===== config.mk =====
export PLATFORM = sky130hd
export DESIGN_NAME = tetris_move_scheduler
export DESIGN_NICKNAME = d
export VERILOG_FILES = /design/src/rtl/tetris_move_scheduler.sv
export SDC_FILE = /design/constraint.sdc
export NUM_CORES = 1
export LEC_CHECK = 0
export CAP_MARGIN = 20
export CORE_MARGIN = 2
export CORE_UTILIZATION = 25
export CTS_CLUSTER_DIAMETER = 200
export DETAILED_ROUTE_END_ITERATION = 10
export GPL_ROUTABILITY_DRIVEN = 1
export PLACE_DENSITY = 0.38
export SYNTH_ARGS = -nofsm -noshare
export SYNTH_HDL_FRONTEND = slang
export SYNTH_SLANG_ARGS = --single-unit

===== constraint.sdc =====
create_clock -name CLOCK_50 -period 4 [get_ports CLOCK_50]
set_input_delay 0.6 -clock CLOCK_50 [delete_from_list [all_inputs] [get_ports CLOCK_50]]
set_output_delay 0.6 -clock CLOCK_50 [all_outputs]
set_load 0.05 [all_outputs]

===== src/rtl/tetris_move_scheduler.sv =====
// PS/2 make/break decoder, auto-repeat and command arbiter for Tetris moves.
// Optional: ARROW_KEYS_EN maps E0-prefixed arrow keys onto the A/D/S/W moves.
module tetris_move_scheduler #(
  parameter int CNT_W        = 26,
  parameter int REPEAT_DELAY = 25000000,
  parameter int REPEAT_RATE  = 5000000
) (
  input  logic       CLOCK_50,
  input  logic       Resetn,
  input  logic [7:0] ps2_key_data,
  input  logic       ps2_key_pressed,
  input  logic       tick,
  input  logic       enable,
  input  logic       cmd_ready,
  output logic       cmd_valid,
  output logic [2:0] cmd_op,
  output logic [3:0] held,
  output logic       gravity_miss
);

  typedef enum logic [1:0] {
    RX_IDLE,
    RX_BRK,
    RX_EXT,
    RX_EXTBRK
  } rx_t;

  typedef enum logic {
    A_IDLE,
    A_OFFER
  } arb_t;

  localparam logic [2:0] OP_NONE = 3'd0;
  localparam logic [2:0] OP_LEFT = 3'd1;
  localparam logic [2:0] OP_RGHT = 3'd2;
  localparam logic [2:0] OP_DROP = 3'd3;
  localparam logic [2:0] OP_ROT  = 3'd4;
  localparam logic [2:0] OP_GRAV = 3'd5;

  localparam logic [7:0] B_BRK = 8'hF0;
  localparam logic [7:0] B_EXT = 8'hE0;

  localparam logic [CNT_W-1:0] C_DLY = CNT_W'(REPEAT_DELAY);
  localparam logic [CNT_W-1:0] C_RAT = CNT_W'(REPEAT_RATE);
  localparam logic [CNT_W-1:0] C_ONE = CNT_W'(1);

  // key vectors are {rotate,down,right,left}
  function automatic logic [3:0] map_std(input logic [7:0] b);
    logic [3:0] k;
    case (b)
      8'h1C:   k = 4'b0001;
      8'h23:   k = 4'b0010;
      8'h1B:   k = 4'b0100;
      8'h1D:   k = 4'b1000;
      default: k = 4'b0000;
    endcase
    return k;
  endfunction

  function automatic logic [3:0] map_ext(input logic [7:0] b);
    logic [3:0] k;
`ifdef ARROW_KEYS_EN
    case (b)
      8'h6B:   k = 4'b0001;
      8'h74:   k = 4'b0010;
      8'h72:   k = 4'b0100;
      8'h75:   k = 4'b1000;
      default: k = 4'b0000;
    endcase
`else
    k = (b == 8'h00) ? 4'b0000 : 4'b0000;
`endif
    return k;
  endfunction

  rx_t             rx_q, rx_nxt;
  arb_t            a_q, a_nxt;
  logic [3:0]      make, brk, press, held_nxt;
  logic [CNT_W-1:0] cnt_q, cnt_nxt;
  logic            rep_fire;
  // pending/serve vectors are {grav,rotate,down,right,left}
  logic [4:0]      pend_q, pend_nxt, set, clr;
  logic [4:0]      srv_q, srv_nxt, pick_srv;
  logic [2:0]      op_nxt, pick_op;
  logic            valid_nxt, miss_nxt;

  always_comb begin
    rx_nxt = rx_q;
    make   = 4'b0000;
    brk    = 4'b0000;
    if (ps2_key_pressed) begin
      case (rx_q)
        RX_IDLE: begin
          if (ps2_key_data == B_BRK)
            rx_nxt = RX_BRK;
          else if (ps2_key_data == B_EXT)
            rx_nxt = RX_EXT;
          else
            make = map_std(ps2_key_data);
        end
        RX_BRK: begin
          brk    = map_std(ps2_key_data);
          rx_nxt = RX_IDLE;
        end
        RX_EXT: begin
          if (ps2_key_data == B_BRK) begin
            rx_nxt = RX_EXTBRK;
          end else begin
            make   = map_ext(ps2_key_data);
            rx_nxt = RX_IDLE;
          end
        end
        RX_EXTBRK: begin
          brk    = map_ext(ps2_key_data);
          rx_nxt = RX_IDLE;
        end
        default: rx_nxt = RX_IDLE;
      endcase
    end
  end

  // typematic re-makes of a held key produce no new press
  assign press    = make & ~held;
  assign held_nxt = (held | make) & ~brk;

  always_comb begin
    cnt_nxt  = cnt_q;
    rep_fire = 1'b0;
    if (!enable || held_nxt[2:0] == 3'b000) begin
      cnt_nxt = '0;
    end else if (held_nxt[2:0] != held[2:0]) begin
      cnt_nxt = C_DLY;
    end else if (cnt_q != '0) begin
      if (cnt_q == C_ONE) begin
        rep_fire = 1'b1;
        cnt_nxt  = C_RAT;
      end else begin
        cnt_nxt = cnt_q - C_ONE;
      end
    end
  end

  always_comb begin
    set = {tick, press};
    if (rep_fire)
      set = set | {2'b00, held[2:0]};
  end

  // soft drop merges into a pending gravity step
  always_comb begin
    pick_op  = OP_GRAV;
    pick_srv = 5'b10000;
    if (pend_q[3]) begin
      pick_op  = OP_ROT;
      pick_srv = 5'b01000;
    end else if (pend_q[0]) begin
      pick_op  = OP_LEFT;
      pick_srv = 5'b00001;
    end else if (pend_q[1]) begin
      pick_op  = OP_RGHT;
      pick_srv = 5'b00010;
    end else if (pend_q[2] && pend_q[4]) begin
      pick_op  = OP_GRAV;
      pick_srv = 5'b10100;
    end else if (pend_q[2]) begin
      pick_op  = OP_DROP;
      pick_srv = 5'b00100;
    end
  end

  always_comb begin
    a_nxt     = a_q;
    valid_nxt = cmd_valid;
    op_nxt    = cmd_op;
    srv_nxt   = srv_q;
    clr       = 5'b00000;
    case (a_q)
      A_IDLE: begin
        if (enable && pend_q != 5'b00000) begin
          a_nxt     = A_OFFER;
          valid_nxt = 1'b1;
          op_nxt    = pick_op;
          srv_nxt   = pick_srv;
        end
      end
      A_OFFER: begin
        if (!enable || cmd_ready) begin
          clr       = cmd_ready ? srv_q : 5'b00000;
          a_nxt     = A_IDLE;
          valid_nxt = 1'b0;
          op_nxt    = OP_NONE;
          srv_nxt   = 5'b00000;
        end
      end
      default: begin
        a_nxt     = A_IDLE;
        valid_nxt = 1'b0;
        op_nxt    = OP_NONE;
        srv_nxt   = 5'b00000;
      end
    endcase
  end

  // new events win over the clear of the command just served
  assign pend_nxt = enable ? ((pend_q & ~clr) | set) : 5'b00000;
  assign miss_nxt = enable && tick && pend_q[4] && !clr[4];

  always_ff @(posedge CLOCK_50) begin
    if (!Resetn) begin
      rx_q         <= RX_IDLE;
      a_q          <= A_IDLE;
      held         <= 4'b0000;
      cnt_q        <= '0;
      pend_q       <= 5'b00000;
      srv_q        <= 5'b00000;
      cmd_valid    <= 1'b0;
      cmd_op       <= OP_NONE;
      gravity_miss <= 1'b0;
    end else begin
      rx_q         <= rx_nxt;
      a_q          <= a_nxt;
      held         <= held_nxt;
      cnt_q        <= cnt_nxt;
      pend_q       <= pend_nxt;
      srv_q        <= srv_nxt;
      cmd_valid    <= valid_nxt;
      cmd_op       <= op_nxt;
      gravity_miss <= miss_nxt;
    end
  end

endmodule


==> impl_metrics.py <==
metrics = {
    "power": {
        "p_comb_frac": 0.051,
        "power.share.clock": 0.408,
        "vdd.ir_drop.worst_mv": 0.139,
        "power.density_nw_per_um2": 300,
        "power.total_uw": 892,
        "intPower_uw": 686,
        "p_sw_frac": 0.231,
        "p_leak_nw": 1.04,
        "seqPwrFrac": 0.540,
        "power_switching_uw": 206,
    },
    "routing": {
        "highest_layer": "met4",
        "avgViaCountPerCell": 4.80,
        "route.met2.wl_mm": 3.04,
        "wl_met3_microns": 197,
        "drt_iter0_drc": 50,
        "dr.pass1.iters": 4,
        "wl_mm": 6.24,
        "ant_nets": 0,
        "met1Wirelength_mm": 2.96,
        "num_vias": 2188,
        "wl_per_cell_microns": 13.7,
        "drc": 0,
    },
    "setup_path": {
        "ff2ff_setup_slack_ps": 1200,
        "cp.arrival_ps": 2990,
        "crit_required_ps": 4200,
        "reg2reg_depth": 8,
        "r2r_end": "cnt_q[0]$_SDFFE_PP0P_",
        "crit_fanout": 11,
        "crit_chain": "inv_1 > ha_1 > or4b_4 > or4_4 > or3_4 > or3b_2 > o21ai_1 > nor3b_2",
        "cp-end-kind": "register",
        "max_stage_delay_ps": 600,
        "r2r_start": "cnt_q[0]$_SDFFE_PP0P_",
        "slowest_stage": "or4_4",
        "startpoint_type": "register",
        "path_class": "reg -> reg",
    },
    "clocking": {
        "path_clk_slew_ps": 100,
        "cts.repair.resized": 0,
        "cts_max_level": 2,
        "cts_buffers": 5,
        "insertion_delay_ps": 310,
        "cts_tree": "done",
        "root_buffer": "clkbuf_8",
        "postCtsSetupRepairBufs": 0,
        "cts_num_sinks": 48,
        "cts.path.max_buffers": 2,
        "cts-hold-fix-buffers": 0,
    },
    "finish": {
        "nNetsFinal": 338,
        "final_area_sq_um": 2970,
        "seq_area_sq_um": 961,
        "n_fill_cell": 1108,
        "drive_gt1_frac": 0.0836,
        "area_delta_synth_final_pct": 18.9,
        "num_antenna_cells": 0,
        "multiInputGateArea_sq_um": 1460,
    },
    "min_path": {
        "hold_class": "reg -> reg",
        "hold_end": "cmd_valid$_SDFFE_PN0P_",
        "hold_depth": 2,
        "hp-start": "cmd_valid$_SDFFE_PN0P_",
    },
    "global_routing": {
        "grt_pass1_vias": 2214,
        "gr-usage-all-layers": 0.120,
        "grt_max_degree": 27,
        "antenna_found_initial": 0,
        "grt_pass1_wl_mm": 10.6,
        "grt_overflow": 0,
    },
    "placed_design": {
        "place.gp.congestion": 0.776,
        "place_area_sq_um": 2860,
        "dpl_worst_slack_ps": 1010,
        "dp_hpwl_mm": 4.54,
        "io_buffers": 22,
    },
    "timing": {
        "skew_ps": 7.23,
        "min_period_ps": 2800,
        "setup_viol": 0,
        "min_period_over_period": 0.699,
        "hold_viol": 0,
        "rsz0062_at_grt": "no",
        "fmaxAchievable_mhz": 358,
        "slew_headroom": 0.591,
        "final.setup.tns_ps": 0,
        "final_max_slew_viol_count": 0,
        "worstMarginPinSlew_ps": 606,
        "fin_ws_ps": 1200,
    },
    "synth": {
        "synth_top_cells_by_area": "dfxtp_1 (38%), a21oi_1 (5.4%), nand2_1 (4.2%)",
        "yosysWarnings": 0,
        "synth_common_cells": "dfxtp_1 (48), nand2_1 (28), a21oi_1 (27), nor2_1 (25), nor3_1 (21)",
        "synth_edf_count": 0,
        "synth_largest_area_cell": "dfxtp_1",
        "synthesis.area_per_instance_sq_um": 8.33,
        "synth_seq_area_share": 0.385,
        "synth_area_sq_um": 2500,
        "yosysMostFrequentCell": "dfxtp_1",
        "ys_types": 57,
        "async_flop_share": 0,
        "syn_inst": 300,
        "netlist.area_leader.share": 0.385,
        "synth_ff_type": "dfxtp_1",
        "synth_nets": 316,
        "ys_ff_latch": 48,
    },
    "floorplanning": {
        "initial_core_util": 0.257,
        "die_w_microns": 104,
        "row_count": 36,
        "fp.coreArea_sq_um": 9730,
        "io_pins": 23,
        "die_y_microns": 104,
        "dieArea_sq_um": 10800,
    },
    "flow_run": {
        "maxCapViolCount": 0,
    },
    "outcome": {
        "status": "finished clean",
    },
}
critical path, delay by kind of cell, from the launching register on:
kind	cells	cell delay (ps)
AO/OA/AOI/OAI	1	50
buffers and inverters	1	100
AND/OR/NAND/NOR	5	1920
adder cells (fa/ha/maj)	1	260
flip-flops	1	350
metal layers:
metal | vias up | GRT usage
met5 | - | 0
li1 | 1128 | -
met4 | 0 | 0.0232
met2 | 26 | 0.203
met3 | 4 | 0.0288
met1 | 1030 | 0.154
worst max path at each step:
stage	cells past startpoint	startpoint	to	slack (ps)
2_1_floorplan	9	cnt_q[0]$_SDFFE_PP0P_	cnt_q[4]$_SDFFE_PP0P_	1470
3_3_place_gp	8	ps2_key_pressed	cnt_q[25]$_SDFFE_PP0P_	1080
3_5_place_dp	8	ps2_key_pressed	cnt_q[25]$_SDFFE_PP0P_	1010
4_1_cts	8	cnt_q[0]$_SDFFE_PP0P_	cnt_q[0]$_SDFFE_PP0P_	1200
5_1_grt	8	ps2_key_pressed	cnt_q[25]$_SDFFE_PP0P_	1060
6_report	8	cnt_q[0]$_SDFFE_PP0P_	cnt_q[0]$_SDFFE_PP0P_	1200
layout by cell type, fill, tap and decap left out, types with 2 or more instances in the layout:
| master | Yosys | layout |
|---|---|---|
| xnor2_1 | 11 | 11 |
| or4_1 | 3 | 3 |
| nand2b_1 | 4 | 4 |
| dfxtp_1 | 48 | 48 |
| nand3b_1 | 2 | 2 |
| and3_1 | 5 | 5 |
| xor2_1 | 10 | 10 |
| buf_4 | 0 | 2 |
| nand4_1 | 4 | 4 |
| and2_1 | 6 | 6 |
| a21oi_1 | 27 | 27 |
| or4_4 | 2 | 2 |
| clkdlybuf4s50_1 | 0 | 22 |
| nor3_2 | 2 | 2 |
| nor2b_1 | 7 | 7 |
| nand3_1 | 11 | 11 |
| a31oi_1 | 2 | 2 |
| a211oi_1 | 4 | 4 |
| o21ai_0 | 7 | 7 |
| a32oi_1 | 4 | 4 |
| nor4b_1 | 2 | 2 |
| or2_2 | 2 | 2 |
| or3_1 | 5 | 5 |
| nor4_1 | 4 | 4 |
| nor3_1 | 21 | 21 |
| ha_1 | 2 | 2 |
| nor3b_1 | 3 | 3 |
| nand2_1 | 28 | 28 |
| a22oi_1 | 3 | 3 |
| clkbuf_8 | 0 | 5 |
| nor2_1 | 25 | 25 |
| inv_1 | 11 | 11 |
| and3b_1 | 2 | 2 |
logic make-up (layout without fill, tap and decap cells):
kind of cell | Yosys count | in the layout | synth area share
adders and majority gates | 2 | 2 | 0.0100
DFF | 48 | 48 | 0.385
xor gates and xnor gates | 21 | 21 | 0.0736
and+or+nand+nor | 151 | 151 | 0.348
buffers and inverters | 20 | 43 | 0.0330
AOI/OAI and AO/OA | 58 | 58 | 0.151
area by class of cell:
cell class | instances | area share
Multi-Input combinational cell | 232 | 0.490
Sequential cell | 48 | 0.324
Timing Repair Buffer | 24 | 0.0792
Tap cell | 133 | 0.0560
Clock buffer | 5 | 0.0232
Clock inverter | 3 | 0.0143
Inverter | 11 | 0.0139
registers in the layout, summed over array words and instances, names as in the netlist:
register	flops
cnt_q	26
srv_q	5
cmd_op	3
cmd_valid	1
gravity_miss	1
held	4
rx_q	2
pend_q	5
a_q	1
power groups by stage:
stage | Clock, mW | Combinational [mW] | Sequential [mW]
6_report | 0.364 | 0.0459 | 0.482
4_1_cts | 0.379 | 0.0464 | 0.482
5_1_grt | 0.396 | 0.0507 | 0.483
2_1_floorplan | 0 | 0.0170 | 0.498
3_3_place_gp | 0 | 0.0464 | 0.493
3_5_place_dp | 0 | 0.0462 | 0.493
metrics by stage:
stage | hold WS [ps] | util | instances
finish | 462 | 0.305 | 456
global route | 506 | 0.305 | 456
CTS | 469 | 0.305 | 456
detailed placement | 453 | 0.294 | 448
global placement | 449 | 0.294 | 448
floorplan | 432 | - | 300
Note: power is estimated with default switching activity, not from simulation.
